$ cat src/rtl/regfile_pkg.sv
// Shared definitions for the multi-read-port register file.
//   regfile_state_e : clear/run state of the power-up clear sequencer
//   DEF_*           : default geometry used by the top-level parameters
//   addr_width()    : address width for a given register count
package regfile_pkg;

  typedef enum logic {
    CLEAR = 1'b0,
    RUN   = 1'b1
  } regfile_state_e;

  localparam int DEF_DATA_W = 32;
  localparam int DEF_DEPTH  = 32;
  localparam int DEF_NUM_RD = 2;

  // Guard the degenerate single-entry case so the address is never 0 bits wide.
  function automatic int addr_width(input int depth);
    return (depth < 2) ? 1 : $clog2(depth);
  endfunction

endpackage

$ cat src/rtl/regfile_scoreboard.sv
// Pending-write scoreboard: one busy bit per register.
//   clk_i, reset_i   : clock, synchronous active-high reset (clears all bits)
//   run_i            : high once the register file is ready; gates every update and lookup
//   wr_en_i/wr_addr_i: writeback, clears the busy bit of wr_addr_i
//   busy_set_i/busy_addr_i : issue, sets the busy bit of busy_addr_i
//   rd_addr_i        : packed read-port addresses
//   rd_busy_o        : per-port pending flag for the addressed register
module regfile_scoreboard #(
  parameter int DEPTH    = 32,
  parameter int ADDR_W   = 5,
  parameter int NUM_RD   = 2,
  parameter int ZERO_REG = 1
) (
  input  logic                     clk_i,
  input  logic                     reset_i,
  input  logic                     run_i,
  input  logic                     wr_en_i,
  input  logic [ADDR_W-1:0]        wr_addr_i,
  input  logic                     busy_set_i,
  input  logic [ADDR_W-1:0]        busy_addr_i,
  input  logic [NUM_RD*ADDR_W-1:0] rd_addr_i,
  output logic [NUM_RD-1:0]        rd_busy_o
);

  logic [DEPTH-1:0] busy_q;
  logic [DEPTH-1:0] busy_d;

  // Clear is applied before set, so a producer issued in the same cycle as an
  // older producer's writeback to the same register keeps the bit pending.
  always_comb begin
    busy_d = busy_q;
    if (run_i) begin
      if (wr_en_i)    busy_d[wr_addr_i]   = 1'b0;
      if (busy_set_i) busy_d[busy_addr_i] = 1'b1;
    end
    if (ZERO_REG != 0) busy_d[0] = 1'b0;
  end

  always_ff @(posedge clk_i) begin
    if (reset_i) busy_q <= '0;
    else         busy_q <= busy_d;
  end

  // A writeback landing this cycle resolves the hazard, matching the data bypass.
  always_comb begin
    rd_busy_o = '0;
    for (int i = 0; i < NUM_RD; i++) begin
      rd_busy_o[i] = run_i
                   & busy_q[rd_addr_i[i*ADDR_W +: ADDR_W]]
                   & ~(wr_en_i && (wr_addr_i == rd_addr_i[i*ADDR_W +: ADDR_W]));
    end
  end

endmodule

$ cat src/rtl/regfile_mp.sv
// Parametrised multi-read-port register file with write-first bypass,
// optional hardwired zero register, power-up clear sequencer and a
// per-register pending-write scoreboard.
//   clk, reset        : clock, synchronous active-high reset (restarts the clear)
//   rd_addr / rd_data : packed read ports, port i at [i*W +: W], combinational
//   rd_busy           : per-port pending-write flag of the addressed register
//   wr_en/wr_addr/wr_data : single write port
//   busy_set/busy_addr: marks a register as having a pending write
//   ready             : high once every entry has been cleared
//   dbg_state         : current sequencer state
//
// ready is a level, not a handshake: there is no valid/ready pairing on any
// port. While ready=0 all writes and busy_sets are dropped and every read
// port returns zero data and zero busy; once ready=1 it stays high until reset.
module regfile_mp
  import regfile_pkg::*;
#(
  parameter int DATA_W   = DEF_DATA_W,
  parameter int DEPTH    = DEF_DEPTH,
  parameter int ADDR_W   = addr_width(DEPTH),
  parameter int NUM_RD   = DEF_NUM_RD,
  parameter int ZERO_REG = 1
) (
  input  logic                     clk,
  input  logic                     reset,
  input  logic [NUM_RD*ADDR_W-1:0] rd_addr,
  output logic [NUM_RD*DATA_W-1:0] rd_data,
  output logic [NUM_RD-1:0]        rd_busy,
  input  logic                     wr_en,
  input  logic [ADDR_W-1:0]        wr_addr,
  input  logic [DATA_W-1:0]        wr_data,
  input  logic                     busy_set,
  input  logic [ADDR_W-1:0]        busy_addr,
  output logic                     ready,
  output regfile_state_e           dbg_state
);

  regfile_state_e    state_q, state_d;
  logic [ADDR_W-1:0] clr_cnt_q, clr_cnt_d;
  logic              clr_we;
  logic              wr_accept;
  logic [DATA_W-1:0] mem_q [DEPTH];

  assign ready     = (state_q == RUN);
  assign dbg_state = state_q;

  // Sequencer: one entry cleared per cycle, last entry hands over to RUN.
  always_comb begin
    state_d   = state_q;
    clr_cnt_d = clr_cnt_q;
    clr_we    = 1'b0;
    unique case (state_q)
      CLEAR: begin
        clr_we    = 1'b1;
        clr_cnt_d = clr_cnt_q + 1'b1;
        if (clr_cnt_q == ADDR_W'(DEPTH - 1)) state_d = RUN;
      end
      RUN: begin
        state_d = RUN;
      end
    endcase
  end

  always_ff @(posedge clk) begin
    if (reset) begin
      state_q   <= CLEAR;
      clr_cnt_q <= '0;
    end else begin
      state_q   <= state_d;
      clr_cnt_q <= clr_cnt_d;
    end
  end

  // Writes to register 0 are dropped when it is hardwired to zero.
  assign wr_accept = ready && wr_en && !((ZERO_REG != 0) && (wr_addr == '0));

  // Storage is not reset directly; the clear sequence zeroes it instead.
  always_ff @(posedge clk) begin
    if (!reset) begin
      if (clr_we)         mem_q[clr_cnt_q] <= '0;
      else if (wr_accept) mem_q[wr_addr]   <= wr_data;
    end
  end

  // Read muxes: zero register first, then same-cycle write bypass, then storage.
  always_comb begin
    rd_data = '0;
    for (int i = 0; i < NUM_RD; i++) begin
      if (ready) begin
        if ((ZERO_REG != 0) && (rd_addr[i*ADDR_W +: ADDR_W] == '0))
          rd_data[i*DATA_W +: DATA_W] = '0;
        else if (wr_en && (wr_addr == rd_addr[i*ADDR_W +: ADDR_W]))
          rd_data[i*DATA_W +: DATA_W] = wr_data;
        else
          rd_data[i*DATA_W +: DATA_W] = mem_q[rd_addr[i*ADDR_W +: ADDR_W]];
      end
    end
  end

  regfile_scoreboard #(
    .DEPTH    (DEPTH),
    .ADDR_W   (ADDR_W),
    .NUM_RD   (NUM_RD),
    .ZERO_REG (ZERO_REG)
  ) u_scoreboard (
    .clk_i       (clk),
    .reset_i     (reset),
    .run_i       (ready),
    .wr_en_i     (wr_en),
    .wr_addr_i   (wr_addr),
    .busy_set_i  (busy_set),
    .busy_addr_i (busy_addr),
    .rd_addr_i   (rd_addr),
    .rd_busy_o   (rd_busy)
  );

endmodule

$ cat config.mk
export PLATFORM = sky130hd
export DESIGN_NAME = regfile_mp
export DESIGN_NICKNAME = d
export VERILOG_FILES = /design/src/rtl/regfile_pkg.sv /design/src/rtl/regfile_scoreboard.sv /design/src/rtl/regfile_mp.sv
export SDC_FILE = /design/constraint.sdc
export NUM_CORES = 1
export LEC_CHECK = 0
export BUFFER_PORTS_ARGS = -buffer_cell sky130_fd_sc_hd__buf_2
export CAP_MARGIN = 25
export CELL_PAD_IN_SITES_DETAIL_PLACEMENT = 1
export CELL_PAD_IN_SITES_GLOBAL_PLACEMENT = 1
export CORE_MARGIN = 3
export CORE_UTILIZATION = 38
export DETAILED_ROUTE_END_ITERATION = 7
export PLACE_DENSITY_LB_ADDON = 0.08
export SLEW_MARGIN = 30
export SYNTH_ARGS = -nofsm -noshare
export SYNTH_HDL_FRONTEND = slang
export SYNTH_SLANG_ARGS = --single-unit
$ cat constraint.sdc
create_clock -name clk -period 6.2 [get_ports clk]
set_input_delay 1.24 -clock clk [delete_from_list [all_inputs] [get_ports clk]]
set_output_delay 1.24 -clock clk [all_outputs]
set_load 0.02 [all_outputs]
==> impl_metrics.toml <==
[detailed_routing]
routed_wl_um = 189000
dr_total_vias = 32000
drc = 0
viasPerCell = 6.32
routedWlPerCell_um = 37.4
ant_nets = 0
drt_iter0_markers = 3141
dr.pass1.iters = 5

[layout]
final_area_mm2 = 0.0588
fin_nets = 3243
areaGrowthSynthToFinish_pct = 14.8
register_area_mm2 = 0.0315
multi_input_area_mm2 = 0.0187
fillCellCount = 12700
drive_gt1_share_pct = 27.7

[floorplan]
die_area_mm2 = 0.139
core_area_mm2 = 0.134
start_util_pct = 38.3
num_rows = 134
chipHeight_um = 373
ios = 124
die_w_um = 373

[setup_path]
slowest_stage = "a211oi_1"
slowest_delay_ns = 0.69
crit_chain = "clkbuf_8 > nand2b_2 > buf_4 > o22ai_1 > nor3_1 > a211oi_1 > o221a_2 > buf_2"
critPathKind = "in2out"
cp.required_ns = 4.96
endpoint_kind = "output port"
cp_max_fo = 36
cp_top_family = "compound AO/OA/AOI/OAI gates"
path_buf_inv = 3
startpoint_type = "input port"
cp.arrival_ns = 4.19

[power]
clockPowerShare_pct = 44.6
p_int_mw = 12.5
p_per_area_mw_per_mm2 = 277
p_switching_mw = 3.79
switching_share_pct = 23.3
power_frac_seq_pct = 48.1
leakage_nw = 18.4
ir_drop_mv = 0.217
pwr-share-comb_pct = 7.3

[timing]
relSlewSlack_pct = 32.9
period_needed_ns = 5.43
rsz0062_at_grt = "no"
post-route-period-util_pct = 87.6
clock_skew_ns = 0.0271
setup_tns_ns = 0
fmax_ghz = 0.184
drv_slew = 0
finalHoldViolations = 0
setup_viol = 0
tightest_slew_ns = 1.00

[yosys]
synth_cells = 3051
syn_area_per_cell_um2 = 16.8
synth_commonest_cells = "edfxtp_1, mux2i_1, mux4_2"
synthFlopType = "edfxtp_1"
syn-cell-area_mm2 = 0.0512
synth_nets = 3109
ys_seq_area_share_pct = 61.5
ys_ff_latch = 1061
yosysMostFrequentCell = "edfxtp_1"
synth_edf_count = 1024
postSynth.asyncResetShare_pct = 0
ys_warn_count = 0
synth_top_area_share_pct = 60.1
yosysUniqueCellTypes = 53
yosys.area.top_type = "edfxtp_1"
synth_area_leaders = "edfxtp_1, mux4_2, mux2i_1"

[global_route]
grt_pass1_vias = 34100
grt_max_degree = 49
gr-usage-all-layers_pct = 26.9
grt_overflow = 0
antenna_found_initial = 1
grt_pass1_wl_um = 267000

[cts]
ctsHtreeMaxLevel = 3
clock_latency_ns = 0.74
cts_tree = "done"
cts_inserted_buffers = 120
clockBufferDepth = 3
hold_buffers = 0
cts.sinks = 1061
cts_root_buf = "clkbuf_16"
ctsResizeCount = 0
cts_setup_buffers = 0
path_clk_slew_ns = 0.06

[job]
drv_cap = 0

[place]
gp_congestion = 0.805
portBuffers = 123
placed_area_mm2 = 0.0548
dp.final_hpwl_um = 115000

[hold_path]
hold_path.class = "reg2reg"

[run_status]
status = "finished, final reports clean"
## cell families (layout without fill, tap and decap cells)
logic type      after synthesis  count (layout)  share of synthesized area, %
compound gates              511             511                          7.26
simple gates                368             368                          3.63
flops                      1061            1061                          61.5
buf+inv                     264             506                          2.81
xor+xnor                     12              12                         0.205
mux                         833             833                          24.5
other cells                   0               1                             0
fa+ha+maj                     2               2                        0.0489
## flip-flops by register name, indices dropped and copies added (netlist names)
register and flops:
u_scoreboard.busy_q 31, clr_cnt_q 5, dbg_state 1, mem_q 1024
## path summary, 6_finish.rpt
path                                  to  cells past startpoint  slack (ns)                   start
setup / recovery             rd_data[33]                      8        0.77              rd_addr[7]
hold / removal    u_scoreboard.busy_q[9]                      2        0.50  u_scoreboard.busy_q[9]
setup reg to reg            mem_q[2][31]                      6        2.46               dbg_state
hold reg to reg   u_scoreboard.busy_q[9]                      2        0.50  u_scoreboard.busy_q[9]
## power by group through the flow
stage	Clock (mW)	Sequential, mW	Combinational, mW
after detailed placement	0	7.97	1.19
after global placement	0	7.97	1.17
after floorplan	0	7.96	0.730
final	7.25	7.82	1.19
after CTS	7.38	7.82	1.19
after global routing	7.66	7.82	1.24
## routing by layer
| layer | vias to the layer above | GRT usage [%] | part of all wire, % |
|---|---|---|---|
| met5 | - | 0 | 0.0084 |
| met4 | 2 | 9.38 | 3.4 |
| met3 | 339 | 4.05 | 6.2 |
| met2 | 1156 | 44.3 | 48 |
| met1 | 17500 | 36.5 | 42 |
| li1 | 13100 | - | - |
## stage by stage
step                      setup slack (ns)  cells  util, %  power [mW]  hold slack, ns
after floorplan                       1.75   3051        -        8.69           0.459
after global placement               0.819   4826     40.9        9.14           0.475
after detailed placement             0.771   4830     41.0        9.16           0.486
after CTS                            0.772   5060     44.0        16.4           0.496
after global routing                 0.828   5061     44.0        16.7           0.523
final                                0.767   5062     44.0        16.3           0.498
## worst register-to-register path, delay by kind of cell, from the launching register on
family / cells / cell delay, ns
AND/OR/NAND/NOR: 3 / 1.33
flip-flops: 1 / 0.33
AO/OA/AOI/OAI: 1 / 0.77
multiplexers: 1 / 0.37
buffers and inverters: 1 / 0.55
## placed cells by master, fill, tap and decap left out, types with 62 or more instances in the layout
cell type | Yosys | routed
a211oi_1 | 65 | 65
a22oi_1 | 71 | 71
buf_2 | 45 | 116
buf_4 | 69 | 103
clkbuf_16 | 0 | 121
edfxtp_1 | 1024 | 1024
mux2i_1 | 488 | 488
mux4_2 | 333 | 333
nand2_1 | 91 | 87
nor2b_1 | 72 | 68
nor3_1 | 64 | 62
o21ai_0 | 65 | 65
o22ai_1 | 118 | 118
## layout make-up
| cell class | count | share of cell area, % |
|---|---|---|
| multi-input combinational | 1726 | 31.8 |
| antenna | 1 | 0.00426 |
| tap | 1768 | 3.76 |
| timing repair buffer | 273 | 4.07 |
| sequential | 1061 | 53.6 |
| clock inverter | 88 | 1.47 |
| clock buffer | 142 | 5.29 |
| inverter | 3 | 0.0192 |
Power figures use the tool's default switching activity.
